File: src/rtl/gh_uart_pkg.sv
// Shared definitions for the UART core datapath blocks.
// Holds the default data width and a constant-foldable ceil(log2) helper.
package gh_uart_pkg;

  localparam int UART_DATA_W = 8;

  // Returns ceil(log2(n)), with a floor of 1 so that a count port never collapses to zero bits.
  function automatic int gh_clog2(input int n);
    int r;
    int v;
    r = 0;
    v = n - 1;
    while (v > 0) begin
      v = v >> 1;
      r++;
    end
    if (r < 1) r = 1;
    return r;
  endfunction

endpackage

File: src/rtl/gh_pipe_stage.sv
// One stage of the elastic register pipeline: a valid bit plus a data register.
// The data register only captures when a valid word arrives, so empty stages keep their last word.
module gh_pipe_stage
  import gh_uart_pkg::*;
#(
  parameter int WIDTH = UART_DATA_W
) (
  input  logic             clk_i,
  input  logic             rst_i,
  input  logic             load_i,
  input  logic             clear_i,
  input  logic             src_valid_i,
  input  logic [WIDTH-1:0] src_data_i,
  output logic             valid_o,
  output logic [WIDTH-1:0] data_o
);

  logic             valid_q;
  logic             valid_d;
  logic [WIDTH-1:0] data_q;
  logic [WIDTH-1:0] data_d;

  always_comb begin
    valid_d = valid_q;
    data_d  = data_q;
    if (clear_i) begin
      valid_d = 1'b0;
    end else if (load_i) begin
      valid_d = src_valid_i;
      if (src_valid_i) data_d = src_data_i;
    end
  end

  always_ff @(posedge clk_i) begin
    if (rst_i) begin
      valid_q <= 1'b0;
      data_q  <= '0;
    end else begin
      valid_q <= valid_d;
      data_q  <= data_d;
    end
  end

  assign valid_o = valid_q;
  assign data_o  = data_q;

endmodule

File: src/rtl/gh_register_pipe_ce.sv
// DEPTH-stage elastic register pipeline with valid/ready handshake, clock enable and flush.
// Ready propagates combinationally from out_ready back to in_ready so bubbles collapse at full rate.
module gh_register_pipe_ce
  import gh_uart_pkg::*;
#(
  parameter int WIDTH = UART_DATA_W,
  parameter int DEPTH = 2,
  parameter int CNT_W = gh_clog2(DEPTH + 1)
) (
  input  logic             clk,
  input  logic             rst,
  input  logic             CE,
  input  logic             flush,
  input  logic             in_valid,
  output logic             in_ready,
  input  logic [WIDTH-1:0] in_data,
  output logic             out_valid,
  input  logic             out_ready,
  output logic [WIDTH-1:0] out_data,
  output logic [CNT_W-1:0] count
);

  logic [DEPTH-1:0] valid_q;
  logic [WIDTH-1:0] data_q    [DEPTH];
  logic [DEPTH-1:0] src_valid;
  logic [WIDTH-1:0] src_data  [DEPTH];
  logic [DEPTH-1:0] adv;
  logic             clear;
  logic             in_xfer;
  logic             out_xfer;
  logic [CNT_W-1:0] count_q;
  logic [CNT_W-1:0] count_d;

  // A stage advances when it is empty or the stage after it is advancing.
  always_comb begin
    adv = '0;
    adv[DEPTH-1] = CE & (~valid_q[DEPTH-1] | out_ready);
    for (int i = DEPTH - 2; i >= 0; i--) begin
      adv[i] = CE & (~valid_q[i] | adv[i+1]);
    end
  end

  assign clear     = CE & flush;
  assign in_ready  = adv[0] & ~flush & ~rst;
  assign in_xfer   = in_valid & in_ready;
  assign out_valid = valid_q[DEPTH-1] & CE;
  assign out_xfer  = out_valid & out_ready;
  assign out_data  = data_q[DEPTH-1];

  assign src_valid[0] = in_xfer;
  assign src_data[0]  = in_data;

  for (genvar i = 1; i < DEPTH; i++) begin : g_src
    assign src_valid[i] = valid_q[i-1];
    assign src_data[i]  = data_q[i-1];
  end

  for (genvar i = 0; i < DEPTH; i++) begin : g_stage
    gh_pipe_stage #(
      .WIDTH(WIDTH)
    ) u_stage (
      .clk_i      (clk),
      .rst_i      (rst),
      .load_i     (adv[i]),
      .clear_i    (clear),
      .src_valid_i(src_valid[i]),
      .src_data_i (src_data[i]),
      .valid_o    (valid_q[i]),
      .data_o     (data_q[i])
    );
  end

  // Occupancy tracks popcount(valid_q); simultaneous push and pop cancel.
  always_comb begin
    count_d = count_q;
    if (clear) begin
      count_d = '0;
    end else if (in_xfer && !out_xfer) begin
      count_d = count_q + CNT_W'(1);
    end else if (out_xfer && !in_xfer) begin
      count_d = count_q - CNT_W'(1);
    end
  end

  always_ff @(posedge clk) begin
    if (rst) begin
      count_q <= '0;
    end else begin
      count_q <= count_d;
    end
  end

  assign count = count_q;

endmodule
File: config.mk
export PLATFORM = sky130hd
export DESIGN_NAME = gh_register_pipe_ce
export DESIGN_NICKNAME = d
export VERILOG_FILES = /design/src/rtl/gh_uart_pkg.sv /design/src/rtl/gh_pipe_stage.sv /design/src/rtl/gh_register_pipe_ce.sv
export SDC_FILE = /design/constraint.sdc
export NUM_CORES = 1
export LEC_CHECK = 0
export CORE_UTILIZATION = 23
export CTS_CLUSTER_SIZE = 8
export DETAILED_ROUTE_END_ITERATION = 12
export MAX_ROUTING_LAYER = met4
export PLACE_DENSITY = 0.51
export SLEW_MARGIN = 20
export SYNTH_ARGS = -nofsm -noshare
export SYNTH_HDL_FRONTEND = slang
export SYNTH_SLANG_ARGS = --single-unit
File: constraint.sdc
create_clock -name clk -period 1.75 [get_ports clk]
set_clock_uncertainty 0.2 [all_clocks]
set_input_delay 0.35 -clock clk [delete_from_list [all_inputs] [get_ports clk]]
set_output_delay 0.35 -clock clk [all_outputs]
set_load 0.03 [all_outputs]
==> results of run 1 <==
metal layers:
| layer | share of wire [%] | vias to the layer above |
|---|---|---|
| met3 | 3.8 | 2 |
| met1 | 47 | 325 |
| met2 | 47 | 16 |
| li1 | - | 360 |
| met4 | 1.9 | 0 |
| met5 | 0 | - |
power by group:
| part | leakage, nW | switching [mW] | total (mW) | internal, mW |
|---|---|---|---|---|
| registers | 0.163 | 0.00398 | 0.467 | 0.463 |
| clock network | 0.0357 | 0.147 | 0.452 | 0.305 |
| logic | 0.463 | 0.0420 | 0.0966 | 0.0546 |
sequential cells by signal, summed over array words and instances (netlist names):
register                 cells
count                        2
g_stage.u_stage.valid_o      2
g_stage.u_stage.data_o      16
synthesized netlist by cell type, drive strengths merged (2+ instances only):
cell type	instances
mux2i	16
xor2	2
nor2	2
o21ai	3
inv	10
buf	11
nand2	20
dfxtp	20
worst min-delay path: stages (launching register included):
cell and delay (ns):
dfxtp_1 0.31, nand2_1 0.05, mux2i_1 0.05
cell families after synthesis:
family | Yosys count | share of synthesized area [%]
adder cells (fa/ha/maj) | 1 | 1.379
AND/OR/NAND/NOR | 29 | 14.90
multiplexers | 16 | 17.65
XOR/XNOR | 2 | 1.931
buffers and inverters | 22 | 14.90
AO/OA/AOI/OAI | 7 | 5.103
flip-flops | 20 | 44.14
worst max path at each step:
stage                                     startpoint       end  slack, ns
after floorplan                                flush  count[1]      -0.06
after detailed placement                          CE  count[1]      -0.48
after global routing      g_stage[1].u_stage.valid_o  count[1]      -0.01
final                                      out_ready  in_ready       0.03
after CTS                 g_stage[1].u_stage.valid_o  in_ready      0.002
after global placement                            CE  count[1]      -0.41
cell type report:
| type | count | area share, % |
|---|---|---|
| tap | 48 | 4.638 |
| inverter | 11 | 3.188 |
| clock inverter | 1 | 2.319 |
| timing repair buffer | 36 | 24.15 |
| clock buffer | 3 | 3.188 |
| sequential | 20 | 31.21 |
| multi-input combinational | 55 | 31.30 |
metrics by stage:
step / utilization (%) / instance area (um2) / setup TNS, ns / setup WS, ns
2_1_floorplan: - / 929.6 / -0.05664 / -0.05664
3_3_place_gp: 32.73 / 1216 / -2.810 / -0.4089
3_5_place_dp: 32.73 / 1216 / -3.474 / -0.4791
4_1_cts: 34.65 / 1287 / 0 / 0.002182
5_1_grt: 34.85 / 1295 / -0.01049 / -0.01049
6_report: 34.85 / 1295 / 0 / 0.02887
timing repair:
action / in CTS / in global routing
pin swaps: 5 / 5
resized for setup: 22 / 9
endpoints found under the setup margin: 14 / 2
setup buffers: 1 / 0
==> flow_summary.ini, run 1 <==
[yosys]
synth_top_area_cell = dfxtp_1
ys_top_cells_by_area = dfxtp_1 44%, mux2i_1 18%, nand2_1 8.3%
synth_ff_type = dfxtp_1
synthCells = 97
synthArstFlopShare_pct = 0
synth.distinct_cells = 23
ys_ff_latch = 20
synth_edf_count = 0
synth.top_cell.area_share_pct = 44.14
syn-cell-area_um2 = 907.1
ys_warn_count = 0
seq_area_frac_synth_pct = 44.14
syn_nets = 112
syn-mean-instance-area_um2 = 9.352

[grt]
grt_use_total_pct = 9.280
use_met1_pct = 10.59
grt_busiest_layer = met2
grt_overflow = 0
first_global_vias = 676
gr-usage-met2_pct = 14.84
grt_pass1_wl_um = 2884
antenna_found_initial = 0
grt.met3_usage_pct = 1.761
grt_start_max_net_pins = 19

[route]
routed_wl_um = 1745
viasPerCell = 4.040
route.detailed.drc = 0
wl_per_cell_um = 10.03
vias = 703
antenna_left = 0
drt-initial-drc-count = 7
dr.pass1.iters = 4

[worst_setup_path]
cp_top_family = buffers and inverters
reg2regPathDepth = 7
critPathArrivalTime_ns = 1.17
cpPeakStageDelay_ns = 0.22
cp_max_fo = 4
r2r-start = g_stage[1].u_stage.valid_o
regToRegEndpoint = count[1]
cp_slowest_cell = o211a_1
crit_path_cell_trace = clkdlybuf4s15_2 -> nand2b_4 -> buf_6 -> o211a_1 -> buf_6
crit_type = input port to output pin
crit_buf_inv = 3
reg2reg_setup_slack_ns = 0.06
cp.depth = 5
cp-end-kind = output pin
cpMostUsedCell = buf_6
cp.required_ns = 1.20
cp-start-kind = input port

[placement]
dpl.hpwl_um = 1293
port_buffers = 25
post-place-cells = 169
gp_congestion = 0.7783

[sta]
final_max_slew_viol_count = 0
rsz0062_at_grt = yes
period_share_pct = 98.35
slew_headroom_pct = 78.43
tightest_slew_ns = 0.3235
hold_viol = 0
hold_ws_ns = 0.2537
finalSetupViolations = 0
post-route-min-period_ns = 1.721
clock.fmax_ghz = 0.5810

[final_layout]
antennaDiodeCount = 0
synthToLayoutAreaGrowth_pct = 42.76
seq_area_um2 = 404.1
drive_gt1_share_pct = 23.81
final_net_count = 142
multi_input_area_um2 = 405.4
final_common_cell = nand2_1
most-common-layout-cells = 20 x nand2_1, 19 x dfxtp_1, 16 x mux2i_1
fin_cells = 174
fillCellCount = 382

[die]
die-area_mm2 = 0.004199
core_area_mm2 = 0.003716
ioPinCount = 26
die_h_um = 64.80
die_w_um = 64.80
start_util_pct = 24.41
row_count = 22

[pwr]
p_total_mw = 1.015
p_leak_nw = 0.6619
powerDensity_mw_per_mm2 = 784.1
ir_drop_mv = 0.3253

[hold_path]
hp-class = flip-flop to flip-flop
hold_path_depth = 2
hold_start = g_stage[1].u_stage.data_o[3]
hold_path_end = g_stage[1].u_stage.data_o[3]

[clock_tree]
cts_made_buffers = 3
cts-root-buf = clkbuf_8
htree_levels = 1
cts_hold_buffers = 0
clock-sinks = 20
clk_latency_ns = 0.25
clk_pin_slew_ns = 0.07
cts_tree = yes
clockBufferDepth = 2

[run]
cap_violations = 0

[run_status]
status = finished clean
No activity file was read; power rests on OpenSTA's default activity.
==> run 2, diff against run 1 <==
--- a/config.mk
+++ b/config.mk
@@ -9,7 +9,6 @@
 export CTS_CLUSTER_SIZE = 8
 export DETAILED_ROUTE_END_ITERATION = 12
 export MAX_ROUTING_LAYER = met4
-export PLACE_DENSITY = 0.51
 export SLEW_MARGIN = 20
 export SYNTH_ARGS = -nofsm -noshare
 export SYNTH_HDL_FRONTEND = slang
==> flow_summary.ini, run 2 (synthesis results as in run 1) <==
[final_layout]
largest_register_ff_count = 16
synthToLayoutAreaGrowth_pct = 41.10
final_net_count = 142
antennaDiodeCount = 0
most-common-layout-cells = 20 x nand2_1, 19 x dfxtp_1, 16 x mux2i_1
fillCellCount = 391
drive_gt1_share_pct = 20.63
fin_area_mm2 = 0.001280
final_common_cell = nand2_1

[die]
row_count = 22
die_w_um = 64.80
die_h_um = 64.80
core_area_mm2 = 0.003716
start_util_pct = 24.41
ioPinCount = 26
die-area_mm2 = 0.004199

[pwr]
swShare_pct = 19.23
p_comb_share_pct = 9.1
p_leak_nw = 0.6589
p_total_mw = 1.018
powerDensity_mw_per_mm2 = 795.3
p_int_uw = 822.2
power_switching_uw = 195.8
clockPowerShare_pct = 44.9
ir_drop_mv = 0.3974
seqPwrFrac_pct = 46.0

[grt]
first_global_vias = 678
grt_overflow = 0
grt_pass1_wl_um = 2884
grt_start_max_net_pins = 19
grt_use_total_pct = 9.298
antenna_found_initial = 0

[placement]
gp_congestion = 0.8023
placed_area_mm2 = 0.001216
dpl.hpwl_um = 1341
port_buffers = 25
pre_cts_slack_ns = -0.5032

[worst_setup_path]
cp_max_fo = 4
cp.required_ns = 1.20
crit_path_cell_trace = nand2b_4 -> buf_6 -> o211a_1 -> buf_6
cp-start-kind = flip-flop
reg2regPathDepth = 7
cp-end-kind = output pin
r2r-start = g_stage[1].u_stage.valid_o
cpPeakStageDelay_ns = 0.36
crit_type = flip-flop to output pin
critical_path.startpoint = g_stage[1].u_stage.valid_o
cpMostUsedCell = buf_6
critPathArrivalTime_ns = 1.14
cp_slowest_cell = dfxtp_2

[hold_path]
hold_path_depth = 2
hp-class = flip-flop to flip-flop
hold_start = g_stage[1].u_stage.data_o[5]

[clock_tree]
cts_hold_buffers = 0
clk_latency_ns = 0.26
cts_made_buffers = 3
clock-sinks = 20
cts_tree = yes
clk_pin_slew_ns = 0.07
htree_levels = 1
clockBufferDepth = 2
cts-root-buf = clkbuf_8

[route]
drt-initial-drc-count = 47
vias = 691
routed_wl_um = 1741
viasPerCell = 3.971
route.detailed.drc = 0
wl_per_cell_um = 10.01
dr.pass1.iters = 4
antenna_left = 0

[sta]
rsz0062_at_grt = no
final_max_slew_viol_count = 0
slew_headroom_pct = 77.87
finalWorstSetupSlack_ns = 0.05546
period_share_pct = 96.83
tightest_slew_ns = 0.3319
hold_viol = 0
finalSetupViolations = 0
hold_ws_ns = 0.2594
clock.fmax_ghz = 0.5901
post-route-min-period_ns = 1.695

[run_status]
status = finished clean

[run]
cap_violations = 0
-- run 2: timing repair --
item,in CTS,in global routing
pin swaps,6,4
gates resized for setup,22,3
setup endpoints to repair,17,2
buffers inserted,1,0
-- run 2: metrics by stage --
step | TNS (ns) | instances | utilization (%)
floorplan | -0.05664 | 97 | -
detailed placement | -3.865 | 169 | 32.73
global route | 0 | 174 | 34.44
finish | 0 | 174 | 34.44
global placement | -2.812 | 169 | 32.73
CTS | 0 | 174 | 34.71
-- run 2: final timing paths --
| path | slack [ns] | to |
|---|---|---|
| worst min register to register | 0.26 | g_stage[1].u_stage.data_o[5] |
| worst max-delay path | 0.06 | in_ready |
| worst max register to register | 0.13 | count[1] |
| worst min-delay path | 0.26 | g_stage[1].u_stage.data_o[5] |
-- run 2: cell type report --
| type | count | area (um2) | area share, % |
|---|---|---|---|
| clock buffers | 3 | 41.29 | 3.226 |
| clock inverters | 1 | 30.03 | 2.346 |
| inverters | 11 | 41.29 | 3.226 |
| multi-input cells | 55 | 394.1 | 30.79 |
| flip-flops and latches | 20 | 401.6 | 31.38 |
| well taps | 48 | 60.06 | 4.692 |
| repair buffers | 36 | 311.5 | 24.34 |
-- run 2: metal layers --
layer | share of wire [%] | GRT usage, % | vias up
met1 | 46 | 10.44 | 310
met4 | 0.75 | 3.333 | 0
met5 | 0 | - | -
met2 | 47 | 15.49 | 18
met3 | 6.4 | 2.817 | 2
li1 | - | - | 361
-- run 2: worst max-delay path, delay by kind of cell, from the launching register on --
family	cells	cell delay (ns)
DFF	1	0.36
buffers and inverters	2	0.26
AOI/OAI and AO/OA	1	0.21
and+or+nand+nor	1	0.06
-- run 2: power groups by stage --
stage                     Sequential [mW]  Clock (mW)  Combinational, mW
final                               0.468       0.457             0.0930
after global routing                0.469       0.483              0.103
after CTS                           0.468       0.469             0.0952
after detailed placement            0.479           0             0.0972
after global placement              0.479           0             0.0953
after floorplan                     0.481           0             0.0430
